[config.mk]
export PLATFORM = sky130hd
export DESIGN_NAME = wb_ram_arbiter
export DESIGN_NICKNAME = d
export VERILOG_FILES = /design/src/rtl/wb_ram_arbiter.sv
export SDC_FILE = /design/constraint.sdc
export NUM_CORES = 1
export LEC_CHECK = 0
export CORE_AREA = 3 3 123 125
export DETAILED_ROUTE_END_ITERATION = 10
export DIE_AREA = 0 0 126 128
export MAX_ROUTING_LAYER = met4
export REMOVE_ABC_BUFFERS = 1
export SYNTH_ARGS = -nofsm -noshare
export SYNTH_HDL_FRONTEND = slang
export SYNTH_SLANG_ARGS = --single-unit
[constraint.sdc]
create_clock -name clk_i -period 1.6 [get_ports clk_i]
set_input_delay 0.32 -clock clk_i [delete_from_list [all_inputs] [get_ports clk_i]]
set_output_delay 0.32 -clock clk_i [all_outputs]
set_load 0.03 [all_outputs]
[src/rtl/wb_ram_arbiter.sv]
`default_nettype none
// ============================================================================
// Module   : wb_ram_arbiter
// Purpose  : Two-master, one-slave Wishbone classic arbiter. Shares the single
//            on-chip RAM port between the CPU instruction bus (inst_*) and the
//            data bus (data_*). The grant is held for the whole of the owning
//            master's cyc, so bursts and read-modify-write sequences are never
//            interleaved with the other master's accesses.
// Ports    : clk_i                 system clock, rising edge
//            rst_ni                synchronous active-low reset
//            inst_*_i / inst_*_o   instruction master request / rdata, ack
//            data_*_i / data_*_o   data master request / rdata, ack
//            ram_*_o / ram_*_i     slave request / rdata, ack
//            gnt_o                 registered one-hot grant (bit0 inst, bit1 data)
// Options  : ARB_RR_EN defined   -> round-robin on a tie (first tie goes to data)
//            ARB_RR_EN undefined -> fixed priority, data wins a tie
// Revision : 1.0  initial release
// ============================================================================
module wb_ram_arbiter #(
    parameter int AW = 32,
    parameter int DW = 32
) (
    input  logic            clk_i,
    input  logic            rst_ni,
    // instruction master
    input  logic [AW-1:0]   inst_addr_i,
    input  logic [DW-1:0]   inst_wdata_i,
    input  logic [DW/8-1:0] inst_sel_i,
    input  logic            inst_we_i,
    input  logic            inst_cyc_i,
    input  logic            inst_stb_i,
    output logic [DW-1:0]   inst_rdata_o,
    output logic            inst_ack_o,
    // data master
    input  logic [AW-1:0]   data_addr_i,
    input  logic [DW-1:0]   data_wdata_i,
    input  logic [DW/8-1:0] data_sel_i,
    input  logic            data_we_i,
    input  logic            data_cyc_i,
    input  logic            data_stb_i,
    output logic [DW-1:0]   data_rdata_o,
    output logic            data_ack_o,
    // RAM slave
    output logic [AW-1:0]   ram_addr_o,
    output logic [DW-1:0]   ram_wdata_o,
    output logic [DW/8-1:0] ram_sel_o,
    output logic            ram_we_o,
    output logic            ram_cyc_o,
    output logic            ram_stb_o,
    input  logic [DW-1:0]   ram_rdata_i,
    input  logic            ram_ack_i,
    // grant
    output logic [1:0]      gnt_o
);

    // State codes double as the one-hot grant vector, so gnt_o is simply the
    // state register.
    localparam logic [1:0] c_IDLE  = 2'b00;
    localparam logic [1:0] c_GNT_I = 2'b01;
    localparam logic [1:0] c_GNT_D = 2'b10;

    logic [1:0] state_q, state_d;
    logic       tie_to_data;

`ifdef ARB_RR_EN
    // Most recently granted master: 0 = inst, 1 = data.
    logic last_q, last_d;

    // A tie goes to whichever master was not served last.
    assign tie_to_data = ~last_q;

    always_comb begin
        last_d = last_q;
        if (state_q == c_IDLE && state_d != c_IDLE) begin
            last_d = (state_d == c_GNT_D);
        end
    end

    always_ff @(posedge clk_i) begin
        if (!rst_ni) begin
            last_q <= 1'b0;
        end else begin
            last_q <= last_d;
        end
    end
`else
    assign tie_to_data = 1'b1;
`endif

    // ------------------------------------------------------------------
    // Next-state logic
    // ------------------------------------------------------------------
    always_comb begin
        state_d = state_q;
        case (state_q)
            c_IDLE: begin
                if (inst_cyc_i && data_cyc_i) begin
                    state_d = tie_to_data ? c_GNT_D : c_GNT_I;
                end else if (data_cyc_i) begin
                    state_d = c_GNT_D;
                end else if (inst_cyc_i) begin
                    state_d = c_GNT_I;
                end
            end
            // The grant is held on cyc alone; stb may toggle freely.
            c_GNT_I: if (!inst_cyc_i) state_d = c_IDLE;
            c_GNT_D: if (!data_cyc_i) state_d = c_IDLE;
            default: state_d = c_IDLE;
        endcase
    end

    always_ff @(posedge clk_i) begin
        if (!rst_ni) begin
            state_q <= c_IDLE;
        end else begin
            state_q <= state_d;
        end
    end

    // ------------------------------------------------------------------
    // Bus multiplexers, combinational from the registered state. In IDLE
    // the slave bus is driven to zero and any ram_ack is dropped.
    // ------------------------------------------------------------------
    always_comb begin
        ram_addr_o  = '0;
        ram_wdata_o = '0;
        ram_sel_o   = '0;
        ram_we_o    = 1'b0;
        ram_cyc_o   = 1'b0;
        ram_stb_o   = 1'b0;
        inst_ack_o  = 1'b0;
        data_ack_o  = 1'b0;
        case (state_q)
            c_GNT_I: begin
                ram_addr_o  = inst_addr_i;
                ram_wdata_o = inst_wdata_i;
                ram_sel_o   = inst_sel_i;
                ram_we_o    = inst_we_i;
                ram_cyc_o   = inst_cyc_i;
                ram_stb_o   = inst_stb_i;
                inst_ack_o  = ram_ack_i;
            end
            c_GNT_D: begin
                ram_addr_o  = data_addr_i;
                ram_wdata_o = data_wdata_i;
                ram_sel_o   = data_sel_i;
                ram_we_o    = data_we_i;
                ram_cyc_o   = data_cyc_i;
                ram_stb_o   = data_stb_i;
                data_ack_o  = ram_ack_i;
            end
            default: ;
        endcase
    end

    // Read data is broadcast; only the acked master consumes it.
    assign inst_rdata_o = ram_rdata_i;
    assign data_rdata_o = ram_rdata_i;

    assign gnt_o = state_q;

endmodule
`default_nettype wire

==> results of run 1 <==
==> synth_stat cells <==
master	instances	share of area [%]
buf_6	1	0.65
inv_1	3	0.65
a22oi_4	1	1.2
a21oi_1	1	0.29
a211oi_2	1	0.72
buf_4	64	28
a211oi_1	1	0.43
a41o_1	1	0.58
and2_1	2	0.72
dfxtp_1	2	2.3
buf_2	15	4.3
a22oi_1	70	30
clkbuf_1	7	1.5
nor2b_1	71	26
nand2b_1	2	0.72
ha_1	3	2.2
==> path summary, 6_finish.rpt <==
kind	end	depth (start not counted)	from	slack [ps]
hold reg to reg	gnt_o[1]$_SDFFE_PN0P_	3	gnt_o[1]$_SDFFE_PN0P_	740
setup / recovery	ram_addr_o[23]	7	gnt_o[1]$_SDFFE_PN0P_	-280
setup reg to reg	gnt_o[1]$_SDFFE_PN0P_	7	gnt_o[1]$_SDFFE_PN0P_	90
hold / removal	data_rdata_o[3]	0	ram_rdata_i[3]	640
==> worst reg2reg max path, stage by stage, from the launching register on <==
cell and delay [ps]:
dfxtp_4 340, buf_6 120, ha_4 190, buf_12 180, a22oi_4 150, buf_4 150
a211oi_1 60, a41o_1 200
==> cell families (layout without fill, tap and decap cells) <==
family | after synthesis | count (layout) | synth area share (%)
buf+inv | 90 | 263 | 34.9
fa+ha+maj | 3 | 3 | 2.17
simple gates | 75 | 75 | 27.1
compound gates | 75 | 75 | 33.6
flops | 2 | 2 | 2.31
==> layout by cell type (no fill, tap or decap) <==
cell,Yosys,final
clkdlybuf4s50_1,0,144
buf_4,64,54
nor2b_1,71,46
a22oi_2,0,41
a22oi_1,70,29
buf_6,1,24
buf_12,0,21
nor2b_4,0,17
clkbuf_16,0,10
nor2b_2,0,8
buf_8,0,4
ha_4,0,3
inv_4,0,2
and2_4,0,2
nand2b_1,2,2
dfxtp_4,0,2
dlygate4sd2_1,0,2
a22oi_4,1,1
a21oi_1,1,1
inv_1,3,1
a211oi_2,1,1
a211oi_1,1,1
a41o_1,1,1
buf_16,0,1
==> final cells by class <==
class                      instances  area, sq um  share of cell area, %
sequential                         2         47.5                   1.02
clock buffer                       3         75.1                   1.61
tap                              180          225                   4.83
timing repair buffer             257         2820                   60.4
multi-input combinational        153         1480                   31.8
inverter                           3         16.3                  0.349
==> repair_timing <==
action | in CTS | in global routing
gates cloned | 2 | 11
pin swaps | 1 | 8
buffers inserted | 1 | 7
setup endpoints to repair | 75 | 73
hold buffers | 0 | 0
resized for setup | 41 | 82
==> power breakdown <==
group	switching [mW]	internal, mW	leakage [nW]
sequential	0.00935	0.0575	0.0178
combinational	0.985	1.29	1.62
clock	0.0530	0.318	0.0370
==> stage by stage <==
stage | power (mW) | utilization [%] | setup TNS [ps] | hold slack (ps) | instances
6_report | 2.72 | 33.4 | -16780 | 640 | 598
5_1_grt | 2.86 | 33.4 | -21450 | 640 | 598
4_1_cts | 2.21 | 29.2 | -15600 | 640 | 582
3_5_place_dp | 1.67 | 26.9 | -5050 | 640 | 576
3_3_place_gp | 1.65 | 26.9 | -3190 | 640 | 576
2_1_floorplan | 0.769 | - | -103370 | 464 | 158
==> metal layers <==
layer  part of all wire [%]  global-route usage [%]  vias to the layer above
li1                       -                       -                     1154
met1                     39                    16.0                     1204
met2                     43                    18.5                      224
met3                     16                    11.2                       12
met4                    1.0                    1.14                        0
met5                      0                       -                        -
==> results, run 1 <==
- The flow ran to the end, but the final reports show violations.
- The checks that failed: negative setup slack.
- The kind of capture point of the worst setup path is an output port.
- The worst path uses 118% of the clock period.
- Sequential cells were found to cover under 10% of the synthesized design area.
- The final count of pins violating max slew is 0.
- The total overflow left after global routing is 0.
- The repair_antennas step left the layout with diodes totalling 0.
- In this run, distinct cell masters in the synthesized netlist total 16.
- Walking the worst path, the cells encountered are buf_6, ha_4, buf_12, buf_12, a22oi_2, nor2b_1, buf_4.
- Setup violations remaining at the end of the flow were counted as between 70 and 80.
- Entering global routing, the biggest net connects 36 pins.
- The first detailed-routing pass took 4 iterations.
- The slew at the pin closest to its max-slew limit is around 360 ps.
- The max-capacitance violation count is 0.
- Across all setup checks in the final design, the least slack found is -281 ps.
- Data on the critical path arrives at its endpoint at ~1600 ps.
- The placement-stage worst setup slack is -172 ps.
- After synthesis the netlist holds a flip-flop and latch count of 2.
- The net count of the finished layout is 600.
- The maximum fanout along the worst path is 8.
- The area growth from synthesis to layout is 169%.
- In this design, the largest share of critical-path delay is due to buffers and inverters.
- At the end of routability-driven placement, the weighted congestion stood at around 0.86.
- Derived from the worst setup path, the maximum achievable clock frequency is approximately 530 MHz.
- The post-detailed-placement cell area is between 3000 and 4000 sq um.
- The register with the most flip-flops in the layout has 2 of them.
- TritonCTS built the clock tree.
- In this run the static leakage power is between 1.5 and 2 nW.
- The count of endpoints failing hold in the final timing report is 0.
- After routing the design area is between 4000 and 5000 sq um.
- The initial antenna violation count is 0.
- In the final routed layout, each cell accounts on average for between 20 and 25 um.
- Detailed routing inserted a total of between 2000 and 3000 vias.
- At the worst endpoint, the required time is 1280 ps.
- The root buffer selected by CTS is clkbuf_16.
- Yosys printed 0 warnings.
- The post-synthesis cell area is 1730 sq um.
- The setup clock skew after layout is around 0.68 ps.
- The number of buffers on the longest clock path is 2.
- For this design the ratio of total power to cell area is 582 nW/um^2.
- Setup repair after global routing could not meet its margin everywhere.
- The category of the critical setup timing path is reg -> out.
- The largest single stage delay on the critical path is 340 ps.
- The final antenna-violating net count is 0.
- The area inside the core boundary is 14000 sq um.
- In the routed design, unresolved DRC markers number 0.
- The die covers 16100 sq um.
- The worst path in the final design needs a cycle of ~1900 ps, including I/O delays and setup.
- CTS built an H-tree with a depth of 1.
- Using the TritonRoute via totals, the vias-per-cell ratio works out to ~4.3.
- Detailed placement ended at an HPWL of 9540 um.
- The total clock buffers created by CTS is 3.
- The count of buffers added on input and output ports is about 220.
- The type of the worst min-delay path is in -> out.
- The layout cell share with drive strength beyond 1 is between 40% and 50%.
- The largest individual stage delay along the critical path comes from the cell dfxtp_4.
- STA classifies the critical path startpoint as a flop.
- IR analysis of the VDD net gives a maximum drop of ~360 uV.
- The average instance in the mapped netlist occupies approximately 7.1 sq um.
- Once the floorplan was initialized, standard cells occupied approximately 12% of the core.
- The first global-routing pass estimated roughly 16000 um of wire.
- The die extent in y is 128 um.
- The total detailed-routing wirelength is roughly 14000 um.
- The later pin in the worst-skew pair is clocked with a latency of 220 ps.
- The horizontal die dimension is 126 um.
- The relative slew slack is between 70% and 80%.
- The site row count is 43.
- The post-CTS clock slew at the launch and capture registers of the worst setup and hold paths is 30 ps.
- The count of mapped cells out of synthesis is 245.
- The number of global-route vias before repair was 2503.
- The number of filler cells placed in the layout is 1412.
- The violation count after the first detailed-routing iteration is 93.
- In this run the count of I/O pins placed on the die edge is ~320.
- The cell seen most often among critical-path stages is buf_12.
- The CTS sink count is 2.
- The number of buffers and inverters on the critical path is 4.
- For this run, the total global-route usage over all layers was measured as a little over an eighth.
Power figures use the tool's default switching activity.
==> run 2, diff against run 1 <==
--- a/config.mk
+++ b/config.mk
@@ -8,6 +8,7 @@
 export CORE_AREA = 3 3 123 125
 export DETAILED_ROUTE_END_ITERATION = 10
 export DIE_AREA = 0 0 126 128
+export GPL_ROUTABILITY_DRIVEN = 0
 export MAX_ROUTING_LAYER = met4
 export REMOVE_ABC_BUFFERS = 1
 export SYNTH_ARGS = -nofsm -noshare
==> results of run 2 <==
No change in the layout: final DEF, timing and power equal those of run 1.
